--- src/rtl/lcd_frame_arbiter.sv ---
// Round-robin arbiter sharing one 16x2 LCD driver between two frame producers.
// A granted frame is latched, refreshed, then held on screen for a minimum dwell.
module lcd_frame_arbiter #(
   parameter int unsigned HOLD_CYCLES    = 50000000,
   parameter int unsigned ACCEPT_TIMEOUT = 16
) (
   input  logic         clk,
   input  logic         reset,
   input  logic         req0,
   input  logic [127:0] line1_0,
   input  logic [127:0] line2_0,
   output logic         ack0,
   input  logic         req1,
   input  logic [127:0] line1_1,
   input  logic [127:0] line2_1,
   output logic         ack1,
   input  logic         drv_busy,
   output logic         drv_start,
   output logic [127:0] line1,
   output logic [127:0] line2,
   output logic         owner,
   output logic         hold_active,
   output logic         timeout_err
);

   typedef enum logic [2:0] {StIdle, StStart, StWaitAccept, StWaitDone, StHold} state_e;

   localparam logic [127:0] Spaces = {16{8'h20}};

   state_e       state_q, state_d;
   logic [127:0] line1_q, line1_d, line2_q, line2_d;
   logic         ack0_q, ack0_d, ack1_q, ack1_d, drv_start_q, drv_start_d;
   logic         owner_q, owner_d, last_grant_q, last_grant_d;
   logic         hold_active_q, hold_active_d, timeout_err_q, timeout_err_d;
   logic [7:0]   acc_cnt_q, acc_cnt_d;
   logic [25:0]  hold_cnt_q, hold_cnt_d;
   logic         winner;

   // On a tie the requester that did not win last time takes the grant.
   assign winner = (req0 && req1) ? ~last_grant_q : req1;

   always_comb begin
      state_d       = state_q;
      line1_d       = line1_q;
      line2_d       = line2_q;
      ack0_d        = 1'b0;
      ack1_d        = 1'b0;
      drv_start_d   = 1'b0;
      owner_d       = owner_q;
      last_grant_d  = last_grant_q;
      hold_active_d = hold_active_q;
      timeout_err_d = timeout_err_q;
      acc_cnt_d     = acc_cnt_q;
      hold_cnt_d    = hold_cnt_q;
      case (state_q)
         StIdle: begin
            if (!drv_busy && (req0 || req1)) begin
               line1_d      = winner ? line1_1 : line1_0;
               line2_d      = winner ? line2_1 : line2_0;
               ack0_d       = ~winner;
               ack1_d       = winner;
               drv_start_d  = 1'b1;
               owner_d      = winner;
               last_grant_d = winner;
               state_d      = StStart;
            end
         end
         StStart: begin
            acc_cnt_d = '0;
            state_d   = StWaitAccept;
         end
         StWaitAccept: begin
            if (drv_busy) begin
               state_d = StWaitDone;
            end else begin
               acc_cnt_d = acc_cnt_q + 8'd1;
               if (acc_cnt_d == 8'(ACCEPT_TIMEOUT)) begin
                  timeout_err_d = 1'b1;
                  hold_cnt_d    = '0;
                  hold_active_d = 1'b1;
                  state_d       = StHold;
               end
            end
         end
         StWaitDone: begin
            if (!drv_busy) begin
               hold_cnt_d    = '0;
               hold_active_d = 1'b1;
               state_d       = StHold;
            end
         end
         StHold: begin
            if (hold_cnt_q == 26'(HOLD_CYCLES - 1)) begin
               hold_active_d = 1'b0;
               state_d       = StIdle;
            end else begin
               hold_cnt_d = hold_cnt_q + 26'd1;
            end
         end
         default: state_d = StIdle;
      endcase
   end

   always_ff @(posedge clk) begin
      if (reset) begin
         state_q       <= StIdle;
         line1_q       <= Spaces;
         line2_q       <= Spaces;
         ack0_q        <= 1'b0;
         ack1_q        <= 1'b0;
         drv_start_q   <= 1'b0;
         owner_q       <= 1'b0;
         last_grant_q  <= 1'b1;
         hold_active_q <= 1'b0;
         timeout_err_q <= 1'b0;
         acc_cnt_q     <= '0;
         hold_cnt_q    <= '0;
      end else begin
         state_q       <= state_d;
         line1_q       <= line1_d;
         line2_q       <= line2_d;
         ack0_q        <= ack0_d;
         ack1_q        <= ack1_d;
         drv_start_q   <= drv_start_d;
         owner_q       <= owner_d;
         last_grant_q  <= last_grant_d;
         hold_active_q <= hold_active_d;
         timeout_err_q <= timeout_err_d;
         acc_cnt_q     <= acc_cnt_d;
         hold_cnt_q    <= hold_cnt_d;
      end
   end

   assign line1       = line1_q;
   assign line2       = line2_q;
   assign ack0        = ack0_q;
   assign ack1        = ack1_q;
   assign drv_start   = drv_start_q;
   assign owner       = owner_q;
   assign hold_active = hold_active_q;
   assign timeout_err = timeout_err_q;

endmodule

--- config.mk ---
export PLATFORM = sky130hd
export DESIGN_NAME = lcd_frame_arbiter
export DESIGN_NICKNAME = d
export VERILOG_FILES = /design/src/rtl/lcd_frame_arbiter.sv
export SDC_FILE = /design/constraint.sdc
export NUM_CORES = 1
export LEC_CHECK = 0
export ABC_AREA = 1
export BUFFER_PORTS_ARGS = -buffer_cell sky130_fd_sc_hd__buf_2
export CORE_AREA = 4 4 297 299
export DETAILED_ROUTE_END_ITERATION = 8
export DIE_AREA = 0 0 301 303
export GPL_TIMING_DRIVEN = 1
export PLACE_DENSITY_LB_ADDON = 0.05
export SLEW_MARGIN = 10
export SYNTH_ARGS = -nofsm -noshare
export SYNTH_HDL_FRONTEND = slang
export SYNTH_SLANG_ARGS = --single-unit
--- constraint.sdc ---
create_clock -name clk -period 3.22 [get_ports clk]
set_clock_uncertainty 0.05 [all_clocks]
set_input_delay 0.322 -clock clk [delete_from_list [all_inputs] [get_ports clk]]
set_output_delay 0.322 -clock clk [all_outputs]
set_load 0.05 [all_outputs]
==> metrics.md, run 1 <==
| Metric | Value |
|---|---|
| NetSw | 0.008676 W |
| Status | finished clean |
| Relative slew slack | 0.4614 |
| Post-Route WL | just under 90,000 microns |
| Post-synth top area cell | dfxtp_1 |
| Synthesized area per cell | a little over 7 sq um |
| Routed vias | about 18k |
| Post-synthesis async set-or-reset flop share | 0 |
| GRT Resource Usage Total | 0.1810 |
| P_int | 0.01059 W |
| Tightest Pin Transition | between 800 and 900 ps |
| R2R setup slack | 350 ps |
| CP Class | reg -> reg |
| Vias in the first global route | 19.41k |
| Die Wd | 301 microns |
| Pins Over Slew Limit | 0 |
| Clk Latency, worst-skew pair | roughly 570 ps |
| Pwr/cell area | 771.8 nW/um^2 |
| # setup viols final | 0 |
| Global-route wire length before repair | roughly 130,000 microns |
| Die Height | 303 microns |
| Combinational Power Share | 0.478 |
| VDD IR max | 0.3276 mV |
| Starting Density | 0.1555 |
| Hold/Removal Path Class | in -> reg |
| CTS tree | done |
| Min-delay src | line2_1[53] |
| Clock root cell | clkbuf_16 |
| Hold_ws | 47.66 ps |
| Max-cap violations | 0 |
| Ys Warns | 0 |
| Storage cell area | 6006 sq um |
| Critical Path Start | state_q[0] |
| Net Sw Frac | 0.4504 |
| Final hold violation count | 0 |
| Crit path required time | 3670 ps |
| Dpl hpwl | about 62,000 microns |
| Yosys reg bits | 300 |
| Share of cells above drive strength 1 | 0.2880 |
| CP Data Arrival Time | 3320 ps |
| Drt first pass iters | 5 |
| Clock Pin Slew Worst Setup and Hold Paths | 60 ps |
| Residual DRC | 0 |
| Top area cells in the synthesized netlist | dfxtp_1, a21oi_1, o21ai_0 |
| Synth top area share | 0.4537 |
| Synth-to-Final Area Change | 88.59% |
| Number of port buffers | 778 |
| Largest net degree at the start of global routing | approximately 120 |
| Synth Net Count | 2,389 |
| Reg-to-reg endpoint | line1[84] |
| RSZ-0062 raised after global routing | no |
| Cts bufs inserted | 43 |
| Setup tns final | 0 ps |
| Antenna violations before repair | 49 |
| Detailed-route wire length per cell | 20.27 microns |
| Number of placed I/O pins | ~780 |
| Seq/Total Area, Yosys | 0.4537 |
| Ys flop type | dfxtp_1 |
| Area of the multi-input gates | 6456 sq um |
| Clk pwr share | 0.256 |
| Crit start category | flip-flop |
| CTS Sinks | 300 |
| Row cnt | 107 |
| Leakage | 11.75 nW |
| Post-Syn Area | approximately 13,000 sq um |
| Highest clock rate | 348.9 MHz |
| Global route overflow | 0 |
| Reg2Reg Launch Point | state_q[0] |
| Critical path capture point type | flip-flop |
| WHS Endpoint | line2[53] |
| Initial DRC Count | around 1k |
| Netlist cell types | 35 |
| Cells on worst reg2reg path | 8 |
| H-tree Lvls | 2 |
| Min Tclk post-route | 2866 ps |
| Routability cong. | 0.8358 |
| CTS Buffer Depth | 3 |
| Max FO, Critical Path | 97 |
| Fillers | approximately 9.6k |
| Core area | 85,150 sq um |
| Die ar. | 91,200 sq um |
| DRT antenna net count | 0 |
| Post-Syn Instances | about 1.9k |
| Drt via density | 4.300 |
| Post-route clock period utilization | 0.8900 |
| Post-synth EDFFs | 0 |
| Hold Path Stages | 3 |
| # nets final | 3,603 |
| Reg power frac | 0.266 |
## power by group through the flow
stage / Sequential, W / Clock, W / Combinational [W]
floorplan: 0.00813 / 0 / 0.00232
global placement: 0.00518 / 0 / 0.00787
detailed placement: 0.00516 / 0 / 0.00786
CTS: 0.00512 / 0.00516 / 0.00927
global route: 0.00523 / 0.00526 / 0.00986
finish: 0.00513 / 0.00494 / 0.00920
## worst max path at each step
| stage | endpoint | slack (ps) | cells past startpoint |
|---|---|---|---|
| detailed placement | line1[112] | 880 | 8 |
| finish | line1[84] | 350 | 8 |
| global placement | line1[118] | 930 | 8 |
| CTS | line1[118] | 400 | 8 |
| floorplan | hold_cnt_q[19] | 1440 | 12 |
| global route | line1[66] | 150 | 8 |
## flip-flops by register name, indices dropped and copies added (netlist names)
signal,cells
ack1,1
line1,128
line2,128
timeout_err,1
hold_cnt_q,26
owner,1
drv_start,1
ack0,1
last_grant_q,1
state_q,3
acc_cnt_q,8
hold_active,1
## cell usage after synthesis (2+ instances only)
| cell type | count |
|---|---|
| or2_2 | 4 |
| a21oi_1 | 515 |
| nor2_4 | 3 |
| o21ai_0 | 284 |
| nand3_2 | 2 |
| nand2_1 | 371 |
| clkinv_1 | 2 |
| xor2_1 | 3 |
| nand2_2 | 5 |
| o21ai_1 | 10 |
| nand4_1 | 14 |
| nand3_1 | 34 |
| o21bai_1 | 4 |
| ha_1 | 2 |
| inv_1 | 38 |
| nor2_2 | 5 |
| dfxtp_1 | 300 |
| buf_6 | 3 |
| inv_2 | 2 |
| clkbuf_1 | 104 |
| buf_2 | 34 |
| buf_1 | 8 |
| nand2_4 | 2 |
| nor2_1 | 110 |
## worst max-delay path: stages (launching register included)
cell and delay, ps:
dfxtp_1 370, nor2_2 220, nand2_2 120, nor2_4 220, buf_12 410, buf_4 460, o21ai_0 140, a21oi_1 150
dlygate4sd3_1 560
## stage by stage
| stage | worst slack (ps) | total power [W] | area [sq um] | util | instances |
|---|---|---|---|---|---|
| detailed placement | 884.0 | 0.01302 | 18360 | 0.2157 | 3674 |
| CTS | 395.7 | 0.01954 | 24890 | 0.2924 | 4262 |
| global route | 149.9 | 0.02035 | 24940 | 0.2929 | 4280 |
| floorplan | 1445 | 0.01046 | 13240 | - | 1870 |
| global placement | 925.1 | 0.01305 | 18360 | 0.2157 | 3674 |
| finish | 354.3 | 0.01927 | 24960 | 0.2932 | 4290 |
## what timing repair did
action                                 CTS  global route
hold buffers                           509             0
buffers inserted                         0             0
gates resized for setup                  0             0
endpoints found under the hold margin  256             0
## routing by layer
metal / GRT usage / up-vias / routed length, microns
li1: - / 8864 / -
met5: 0 / - / 160
met1: 0.1978 / 8839 / 32370
met3: 0.05503 / 162 / 6245
met4: 0.06210 / 26 / 2931
met2: 0.3318 / 556 / 45250
## kinds of logic (layout without fill, tap and decap cells)
family / count (synthesis) / in the layout / share of synthesized area
buf+inv: 191 / 1439 / 0.05908
xor+xnor: 4 / 4 / 0.002647
simple gates: 554 / 554 / 0.1710
flops: 300 / 300 / 0.4537
compound gates: 819 / 819 / 0.3117
other cells: 0 / 28 / 0
fa+ha+maj: 2 / 2 / 0.001890
## cells in the final DEF (no fill, tap or decap), types with 3 or more instances in the layout
master / instances
clkbuf_1: 17
nand4_1: 14
xor2_1: 3
nand2_2: 5
o21ai_1: 10
buf_12: 13
clkbuf_8: 10
nand2_1: 370
dlygate4sd3_1: 509
dfxtp_1: 300
nand2_4: 3
inv_1: 38
buf_4: 19
nor2_2: 5
buf_2: 777
clkbuf_16: 44
o21ai_0: 284
bufinv_16: 3
nor2_1: 110
o21bai_1: 4
nor2_4: 3
nand3_1: 34
a21oi_1: 515
diode_2: 28
or2_2: 4
## cell type report
class | count | area share
Antenna cell | 28 | 0.002807
Clock buffer | 71 | 0.05218
Clock inverter | 8 | 0.005313
Inverter | 42 | 0.007117
Multi-Input combinational cell | 1379 | 0.2586
Sequential cell | 300 | 0.2406
Tap cell | 1144 | 0.05734
Timing Repair Buffer | 1318 | 0.3760
Power figures use the tool's default switching activity.
==> inputs of run 2 (changes only) <==
--- a/config.mk
+++ b/config.mk
@@ -5,11 +5,11 @@
 export SDC_FILE = /design/constraint.sdc
 export NUM_CORES = 1
 export LEC_CHECK = 0
-export ABC_AREA = 1
 export BUFFER_PORTS_ARGS = -buffer_cell sky130_fd_sc_hd__buf_2
-export CORE_AREA = 4 4 297 299
+export CORE_AREA = 4 4 305 307
 export DETAILED_ROUTE_END_ITERATION = 8
-export DIE_AREA = 0 0 301 303
+export DIE_AREA = 0 0 309 311
+export GPL_ROUTABILITY_DRIVEN = 0
 export GPL_TIMING_DRIVEN = 1
 export PLACE_DENSITY_LB_ADDON = 0.05
 export SLEW_MARGIN = 10
==> run 2 against run 1 <==
Setup slack better by 210 ps; synthesized cell count shrank 8.5%; utilization shrank 2.3 points; die area up 5.4%; combinational power fell by 10%; via count shrank 7.1%; largest power group unchanged.
==> metrics.md, run 2 <==
| Metric | Value |
|---|---|
| Min-delay src | line1_1[100] |
| Post-Route WL | around 76,000 microns |
| Yosys reg bits | 300 |
| Starting Density | 0.1458 |
| Vias in the first global route | 18.08k |
| Post-route clock period utilization | 0.8252 |
| Final hold violation count | 0 |
| Pins Over Slew Limit | 0 |
| Global-route wire length before repair | about 110,000 microns |
| Highest clock rate | 376.4 MHz |
| CP Class | reg -> reg |
| CP delay by family, top | buffers and inverters |
| CTS Buffer Depth | 3 |
| Post-Syn Area | ~13,000 sq um |
| Setup tns final | 0 ps |
| Post-synth top area cell | dfxtp_1 |
| Post-Route Utilization | 0.2699 |
| Hold Path Stages | 3 |
| Clk Latency, worst-skew pair | 550 ps |
| Reg-to-reg endpoint | line1[79] |
| Largest net degree at the start of global routing | 146 |
| Row cnt | 110 |
| Drt first pass iters | 4 |
| Synthesized area per cell | 7.671 sq um |
| R2R setup slack | 560 ps |
| Status | finished clean |
| Share of cells above drive strength 1 | 0.3048 |
| Post-synthesis async set-or-reset flop share | 0 |
| Core area | 90,010 sq um |
| Ys Warns | 0 |
| Number of port buffers | 778 |
| Clock root cell | clkbuf_16 |
| GRT Resource Usage Total | 0.1516 |
| Die Wd | 309 microns |
| Antenna violations before repair | 39 |
| Global route overflow | 0 |
| Critical path capture point type | flip-flop |
| Worst path max stage delay | 600 ps |
| Residual DRC | 0 |
| RSZ-0062 raised after global routing | no |
| Synth top area share | 0.4576 |
| Cts bufs inserted | between 40 and 50 |
| Top post-synthesis cells by count | nand2_1, dfxtp_1, nor2_1 |
| Die Height | 311 microns |
| Detailed-route wire length per cell | about 19 microns |
| CP most frequent cell | buf_12 |
| WP buf/inv | 3 |
| Leakage | 11.19 nW |
| Routed vias | ~17k |
| Synth Net Count | between 2k and 2.5k |
| Min Tclk post-route | 2657 ps |
| Hold/Removal Path Class | in -> reg |
| Final Cell Area | ~24,000 sq um |
| CP Data Arrival Time | 3110 ps |
| Synth-to-Final Area Change | 85.10% |
| Commonest non-fill, non-tap cell in the layout | buf_2 |
| Postcts setup bufs | 0 |
| DRT antenna net count | 0 |
| Clock Pin Slew Worst Setup and Hold Paths | 60 ps |
| Tightest Pin Transition | 918.1 ps |
| Post-DP Area | between 15,000 and 20,000 sq um |
| Crit start category | flip-flop |
| Relative slew slack | 0.3879 |
| Post-synth EDFFs | 0 |
| CP Cell Sequence | nor4_4 > buf_12 > buf_12 > nor2_1 > a311oi_1 > dlygate4sd3_1 |
| Most numerous cell in the Yosys netlist | nand2_1 |
| Die ar. | 96,100 sq um |
| VDD IR max | 0.3476 mV |
| CTS Sinks | 300 |
| Most frequent cells in the layout | buf_2, nand2_1, dlygate4sd3_1 |
| Crit path required time | 3670 ps |
| Max-cap violations | 0 |
| # nets final | between 3k and 4k |
| H-tree Lvls | 2 |
| Netlist cell types | 48 |
| Seq/Total Area, Yosys | 0.4576 |
| Top area cells in the synthesized netlist | dfxtp_1, nand2_1, a311oi_1 |
| Dpl hpwl | 55,240 microns |
| Cells on worst reg2reg path | 6 |
| Drt via density | 4.193 |
| CTS tree | done |
| Post-Syn Instances | 1,711 |
| CP max stage cell | dlygate4sd3_1 |
| # setup viols final | 0 |
| Initial DRC Count | 750 |
| Number of placed I/O pins | 779 |
| WHS Endpoint | line1[100] |
| Ys flop type | dfxtp_1 |
| Reg2Reg Launch Point | state_q[0] |
| Max FO, Critical Path | 110 |
| Pwr/cell area | ~750 nW/um^2 |
run 2: cell types whose count changed in the layout (fill, tap and decap cells not counted), moves of 7 or more:
cell	delta
nand3_1	-12
dlygate4sd3_1	-63
a211o_1	+35
and3_1	+10
o21ai_0	-261
a311oi_1	+227
nor3_1	+7
o21ai_1	-9
nor2_1	+142
nand2_1	+170
inv_1	-36
a31oi_1	+7
a21oi_1	-460
run 2: per-stage QoR:
| stage | setup WS, ps | cells | power (W) | hold slack [ps] |
|---|---|---|---|---|
| floorplan | 1196 | 1711 | 0.01006 | 387.9 |
| CTS | 593.8 | 4066 | 0.01848 | 5.304 |
| detailed placement | 837.7 | 3542 | 0.01231 | 393.6 |
| global placement | 870.4 | 3542 | 0.01230 | 390.6 |
| finish | 562.9 | 4089 | 0.01816 | 36.69 |
| global route | 372.6 | 4084 | 0.01924 | 21.13 |
run 2: timing repair:
| action | 4_1_cts | 5_1_grt |
|---|---|---|
| hold endpoints to repair | 224 | 0 |
| gates resized for setup | 0 | 0 |
| hold buffers | 446 | 0 |
run 2: logic make-up (layout without fill, tap and decap cells):
family | count (synthesis) | count (layout) | share of synthesized area
xor gates and xnor gates | 3 | 3 | 0.002002
adders and majority gates | 2 | 2 | 0.001906
AOI/OAI and AO/OA | 367 | 367 | 0.2194
buffers and inverters | 157 | 1336 | 0.04738
and+or+nand+nor | 882 | 882 | 0.2718
DFF | 300 | 300 | 0.4576
other | 0 | 23 | 0
run 2: tightest hold or removal path: stages:
cell      delay, ps
buf_2           100
nand2_1          80
a311oi_1         90
run 2: power by group:
group / leakage, nW / total (W) / switching (W) / internal [W]
clock: 0.684 / 0.00484 / 0.00192 / 0.00293
combinational: 8.04 / 0.00828 / 0.00554 / 0.00275
sequential: 2.47 / 0.00504 / 0.000460 / 0.00458
total: 11.2 / 0.0182 / 0.00791 / 0.0103
run 2: worst max-delay path by stage:
stage | from | endpoint | slack (ps) | depth (start not counted)
after global routing | state_q[0] | line2[74] | 370 | 6
after CTS | last_grant_q | line1[74] | 590 | 6
final | state_q[0] | line1[79] | 560 | 6
after floorplan | hold_cnt_q[0] | hold_cnt_q[22] | 1200 | 7
after detailed placement | hold_cnt_q[10] | hold_cnt_q[25] | 840 | 6
after global placement | hold_cnt_q[18] | hold_cnt_q[25] | 870 | 6
run 2: area by class of cell:
class                      count  area, sq um
fill                       10104        65720
sequential                   300         6006
timing repair buffer        1256         8833
tap                         1176         1471
inverter                       2        7.507
clock buffer                  71         1314
multi-input combinational   1254         6518
clock inverter                 7        87.58
antenna                       23        57.56
run 2: layer usage:
| metal | up-vias | share of wire | global-route usage |
|---|---|---|---|
| li1 | 8362 | - | - |
| met5 | - | 0.0016 | 0 |
| met3 | 129 | 0.079 | 0.04867 |
| met2 | 559 | 0.51 | 0.2743 |
| met4 | 22 | 0.032 | 0.05397 |
| met1 | 8073 | 0.38 | 0.1650 |
